[config.mk]
export PLATFORM = sky130hd
export DESIGN_NAME = seven_seg_scroll_ascii
export DESIGN_NICKNAME = d
export VERILOG_FILES = /design/src/rtl/seven_seg_scroll_ascii.sv
export SDC_FILE = /design/constraint.sdc
export NUM_CORES = 1
export LEC_CHECK = 0
export CORE_MARGIN = 3
export CORE_UTILIZATION = 49
export CTS_BUF_LIST = sky130_fd_sc_hd__clkbuf_16
export CTS_CLUSTER_SIZE = 16
export DETAILED_ROUTE_END_ITERATION = 7
export DONT_BUFFER_PORTS = 1
export PLACE_DENSITY = 0.72
export SLEW_MARGIN = 20
export SYNTH_ARGS = -nofsm -noshare
export SYNTH_HDL_FRONTEND = slang
export SYNTH_SLANG_ARGS = --single-unit
[constraint.sdc]
create_clock -name clk -period 8 [get_ports clk]
set_input_delay 2 -clock clk [delete_from_list [all_inputs] [get_ports clk]]
set_output_delay 2 -clock clk [all_outputs]
set_load 0.01 [all_outputs]
[src/rtl/seven_seg_scroll_ascii.sv]
// Multiplexed ASCII driver for common-anode seven-segment banks.
// Presents a runtime message buffer as static, scroll-left, scroll-right or blinking text.
module seven_seg_scroll_ascii #(
  parameter int DISPLAY_COUNT = 8,
  parameter int MSG_LEN       = 16,
  parameter int REFRESH_DIV   = 100000,
  parameter int STEP_DIV      = 25000000
) (
  input  logic                         clk,
  input  logic                         reset,
  input  logic [8*MSG_LEN-1:0]         message,
  input  logic [$clog2(MSG_LEN+1)-1:0] msg_len,
  input  logic [1:0]                   mode,
  input  logic                         restart,
  output logic [6:0]                   segments,
  output logic [DISPLAY_COUNT-1:0]     enable,
  output logic                         wrap
);
  localparam int LW  = $clog2(MSG_LEN + 1);
  localparam int PW  = $clog2(MSG_LEN + DISPLAY_COUNT + 1);
  localparam int PW1 = PW + 1;
  localparam int IW  = (DISPLAY_COUNT > 1) ? $clog2(DISPLAY_COUNT) : 1;
  localparam int RW  = (REFRESH_DIV > 1) ? $clog2(REFRESH_DIV) : 1;
  localparam int SW  = (STEP_DIV > 1) ? $clog2(STEP_DIV) : 1;

  typedef enum logic [1:0] {
    MODE_STATIC = 2'b00,
    MODE_LEFT   = 2'b01,
    MODE_RIGHT  = 2'b10,
    MODE_BLINK  = 2'b11
  } mode_t;

  logic [IW-1:0]  scan_idx;
  logic [RW-1:0]  refresh_cnt;
  logic [SW-1:0]  step_cnt;
  logic [PW-1:0]  offset;
  logic           blank_phase;
  mode_t          mode_q;

  logic [LW-1:0]  len_c;
  logic [PW-1:0]  period;
  logic           refresh_tc;
  logic           step_tc;
  logic           resync;
  logic [PW1-1:0] pos_sum;
  logic [PW-1:0]  pos;
  logic [7:0]     ch;
  logic [6:0]     glyph;
  logic [PW-1:0]  offset_n;
  logic [SW-1:0]  step_n;
  logic           blank_n;
  logic           wrap_n;

  // Active-low glyphs, bit0=a .. bit6=g; lowercase folds onto the uppercase set.
  function automatic logic [6:0] font(input logic [7:0] c);
    logic [7:0] u;
    u = (c >= 8'h61 && c <= 8'h7A) ? (c - 8'h20) : c;
    case (u)
      "0": return 7'h40;
      "1": return 7'h79;
      "2": return 7'h24;
      "3": return 7'h30;
      "4": return 7'h19;
      "5": return 7'h12;
      "6": return 7'h02;
      "7": return 7'h78;
      "8": return 7'h00;
      "9": return 7'h10;
      "A": return 7'h08;
      "B": return 7'h03;
      "C": return 7'h46;
      "D": return 7'h21;
      "E": return 7'h06;
      "F": return 7'h0E;
      "G": return 7'h42;
      "H": return 7'h09;
      "I": return 7'h79;
      "J": return 7'h61;
      "K": return 7'h09;
      "L": return 7'h47;
      "N": return 7'h2B;
      "O": return 7'h23;
      "P": return 7'h0C;
      "Q": return 7'h18;
      "R": return 7'h2F;
      "S": return 7'h12;
      "T": return 7'h07;
      "U": return 7'h41;
      "X": return 7'h09;
      "Y": return 7'h11;
      "-": return 7'h3F;
      "_": return 7'h77;
      default: return 7'h7F;
    endcase
  endfunction

  // Window lookup: the digit under scan shows virtual position (offset + DC-1-idx) mod P.
  always_comb begin
    len_c      = (msg_len > LW'(MSG_LEN)) ? LW'(MSG_LEN) : msg_len;
    period     = PW'(len_c) + PW'(DISPLAY_COUNT);
    refresh_tc = (refresh_cnt == RW'(REFRESH_DIV - 1));
    step_tc    = (step_cnt == SW'(STEP_DIV - 1));
    resync     = restart || (mode_t'(mode) != mode_q);
    pos_sum    = {1'b0, offset} + PW1'(DISPLAY_COUNT - 1) - PW1'(scan_idx);
    pos        = (pos_sum >= {1'b0, period}) ? PW'(pos_sum - {1'b0, period}) : PW'(pos_sum);
    ch         = 8'h20;
    if (pos < PW'(len_c)) begin
      for (int i = 0; i < MSG_LEN; i++) begin
        if (pos == PW'(i)) ch = message[8*(MSG_LEN-1-i) +: 8];
      end
    end
    glyph = font(ch);
  end

  // Offset, step timer and blink phase; resync beats a coincident tick.
  always_comb begin
    offset_n = offset;
    blank_n  = 1'b0;
    wrap_n   = 1'b0;
    step_n   = step_tc ? '0 : step_cnt + 1'b1;
    if (resync) begin
      offset_n = '0;
      step_n   = '0;
    end else begin
      case (mode_q)
        MODE_LEFT: begin
          if (len_c == '0 || offset >= period) begin
            offset_n = '0;
          end else if (step_tc) begin
            if (offset == period - 1'b1) begin
              offset_n = '0;
              wrap_n   = 1'b1;
            end else begin
              offset_n = offset + 1'b1;
            end
          end
        end
        MODE_RIGHT: begin
          if (len_c == '0 || offset >= period) begin
            offset_n = '0;
          end else if (step_tc) begin
            if (offset == '0) begin
              offset_n = period - 1'b1;
              wrap_n   = 1'b1;
            end else begin
              offset_n = offset - 1'b1;
            end
          end
        end
        MODE_BLINK: begin
          offset_n = '0;
          blank_n  = step_tc ? ~blank_phase : blank_phase;
        end
        default: offset_n = '0;
      endcase
    end
  end

  always_ff @(posedge clk) begin
    if (reset) begin
      scan_idx    <= '0;
      refresh_cnt <= '0;
      step_cnt    <= '0;
      offset      <= '0;
      blank_phase <= 1'b0;
      mode_q      <= mode_t'(mode);
      segments    <= 7'h7F;
      enable      <= '1;
      wrap        <= 1'b0;
    end else begin
      refresh_cnt <= refresh_tc ? '0 : refresh_cnt + 1'b1;
      if (refresh_tc)
        scan_idx <= (scan_idx == IW'(DISPLAY_COUNT - 1)) ? '0 : scan_idx + 1'b1;
      step_cnt    <= step_n;
      offset      <= offset_n;
      blank_phase <= blank_n;
      mode_q      <= mode_t'(mode);
      wrap        <= wrap_n;
      enable      <= ~(DISPLAY_COUNT'(1) << scan_idx);
      segments    <= blank_phase ? 7'h7F : glyph;
    end
  end
endmodule

==> impl_metrics.yaml <==
run_status:
  outcome: "finished, final reports clean"
setup_path:
  path_class: "primary input to register"
  worstSetupStartpointType: "primary input"
  endpoint_kind: "register"
  crit_required_ps: 8220
  arrival_ps: 7580
  worstPathMaxFanout: 18
grt:
  grt_max_degree: 30
  grt_pass1_vias: 6142
  antenna_found_initial: 7
  grt_overflow_total: 0
  grt_pass1_wl_um: 33300
  gr-usage-all-layers_pct: 29.1
sta:
  setup_viol: 0
  worst_pin_slew_ps: 961
  grt_setup_unrepaired: "false"
  clock_skew_ps: 3.52
  finalCritPeriodShare_pct: 92.1
  final-hold-violation-count: 0
  drv_slew: 0
  fmax_ghz: 0.136
  fin_crit_ps: 7370
  slew_headroom_pct: 35.7
  tns_ps: 0
place:
  globalplace.congestion: 1.01
  dpl.cell_count: 974
  io_buffer_count: 0
  dp_hpwl_um: 16200
  placed_area_um2: 6520
yosys:
  yosysTopAreaCellShare_pct: 21.5
  yosysUniqueCellTypes: 95
  syn_inst: 832
  yosys.area.top_type: "dfxtp_1"
  ys_seq_area_share_pct: 21.5
  syn_avg_cell_area_um2: 7.70
  netlist_area_um2: 6410
  async_flop_share_pct: 0
  synth_seq_cells: 69
  synth_flop_cell: "dfxtp_1"
  ys_warn_count: 0
  synth_nets: 1015
  synth_edf_count: 0
  synth.area.top_cells: "dfxtp_1 (22%), ha_1 (8.4%), nor2_1 (5.2%), nand2_1 (4.3%), xor2_1 (3.8%)"
cts:
  clock_path_buffers: 2
  htreeDepth: 3
  cts_setup_buffers: 0
  clk_latency_ps: 320
  cts-root-buf: "clkbuf_16"
  cts_tree: "built"
  clkTransAtPathRegs_ps: 50
  ctsHoldBuffers: 0
  cts_buffers: 9
  cts.sinks: 69
  cts_resized: 0
cells_and_area:
  area_delta_synth_final_pct: 6.38
  finalInstanceArea_um2: 6820
  nets: 996
  layout-drive-gt1-share_pct: 9.06
  num-fill-cells: 1273
  fin_cells: 996
power:
  p_total_mw: 1.00
  ir_drop_mv: 0.156
  leakagePower_nw: 2.49
  powerDensity_nw_per_um2: 147
floorplanning:
  start_util_pct: 50.4
  pin_count: 154
  fp.coreArea_um2: 12700
  die-area_um2: 14500
  die_h_um: 120
  rows: 41
  die_x_um: 120
route:
  drt_iter0_drc: 1075
  wire_per_inst_um: 21.4
  vias: 6640
  vias_per_cell: 6.67
  dr.pass1.iters: 8
  drt_wl_total_um: 21300
  drc_errors: 0
  ant_nets: 0
flow_run:
  max_cap_viol_count: 0
min_path:
  hold_path.class: "register to register"
-- metrics by stage --
stage,setup slack (ps),hold slack [ps],utilization (%)
after floorplan,975,430,-
after global placement,592,445,51.2
after detailed placement,410,461,51.2
after CTS,726,474,53.5
after global routing,230,504,53.6
final,635,470,53.6
-- logic make-up (layout without fill, tap and decap cells) --
| group | Yosys count | after routing | synth area share [%] |
|---|---|---|---|
| other | 0 | 7 | 0 |
| buffers and inverters | 84 | 69 | 5.88 |
| adders and majority gates | 45 | 45 | 9.02 |
| xor gates and xnor gates | 52 | 52 | 7.11 |
| and+or+nand+nor | 318 | 318 | 24.7 |
| AOI/OAI and AO/OA | 255 | 255 | 30.2 |
| DFF | 69 | 69 | 21.5 |
| muxes | 9 | 9 | 1.54 |
-- Yosys cell counts (5+ instances only) --
cell      count
a211oi_1      9
a21o_1       10
a21oi_1      48
a221o_1      10
a221oi_1      9
a222oi_1      5
a22oi_1      11
a311oi_1      5
a31oi_1      17
a32oi_1       5
and3_1       16
and4_1        5
buf_2        22
buf_4         5
clkbuf_1     19
dfxtp_1      69
ha_1         43
inv_1        32
mux2i_1       5
nand2_1      73
nand2b_1     11
nand3_1      40
nand4_1      11
nor2_1       88
nor2b_1       5
nor3_1       17
nor4_1       12
o211ai_1     10
o21ai_0      33
o21ai_1       5
o221ai_1     11
o22ai_1      10
or2_2         8
or3_1         7
xnor2_1      24
xor2_1       28
-- power breakdown --
| group | internal [mW] | switching (mW) |
|---|---|---|
| logic | 0.104 | 0.169 |
| registers | 0.351 | 0.00729 |
| clock network | 0.236 | 0.135 |
-- layer usage --
layer  global-route usage, %  routed length [µm]
met5                       0                  14
met4                    22.2                1660
met3                    9.96                2410
met2                    44.1                9410
met1                    33.6                7790
-- layout by cell type (no fill, tap or decap), types with 17 or more instances in the layout --
cell and count:
nor2_1 88, dfxtp_1 69, o21ai_0 33, buf_4 18
inv_1 34, a21oi_1 48, nand2_1 73, nand3_1 40
ha_1 43, xor2_1 28, a31oi_1 17, xnor2_1 24
nor3_1 17
-- path summary, 6_finish.rpt --
| path | slack, ps | depth (start not counted) | endpoint | start |
|---|---|---|---|---|
| min reg2reg | 470 | 1 | step_cnt[0] | step_cnt[0] |
| max | 630 | 25 | segments[1] | msg_len[4] |
| min | 470 | 1 | step_cnt[0] | step_cnt[0] |
| max reg2reg | 910 | 27 | segments[1] | scan_idx[1] |
-- area by class of cell --
| type | count | area (µm²) | share of cell area, % |
|---|---|---|---|
| multi-input cells | 679 | 4650 | 68.2 |
| flip-flops and latches | 69 | 1380 | 20.3 |
| clock buffers | 9 | 225 | 3.30 |
| well taps | 172 | 215 | 3.16 |
| repair buffers | 18 | 135 | 1.98 |
| inverters | 36 | 135 | 1.98 |
| clock inverters | 6 | 57.6 | 0.844 |
| diodes | 7 | 17.5 | 0.257 |
-- state kept, by name (all words and copies together), names as in the netlist --
register and count:
offset 5, segments 7, step_cnt 25, enable 8, refresh_cnt 17, wrap 1
scan_idx 3, mode_q 2, blank_phase 1
-- worst max-delay path: stages --
cell and delay, ps:
inv_1 120, nand2_1 100, inv_1 140, ha_1 210, fa_1 250, and2b_4 230
o221ai_4 450, nand3_4 310, a211oi_4 330, inv_2 150, ha_1 210, a21oi_1 150
nor2b_1 60, o21ai_0 170, o211ai_1 120, buf_4 200, nor4_1 270, a221o_1 410
inv_2 180, ha_1 310, nor2b_1 170, a41o_4 300, o32ai_4 380, o2111ai_1 160
a21o_1 170
Note: power is estimated with default switching activity, not from simulation.
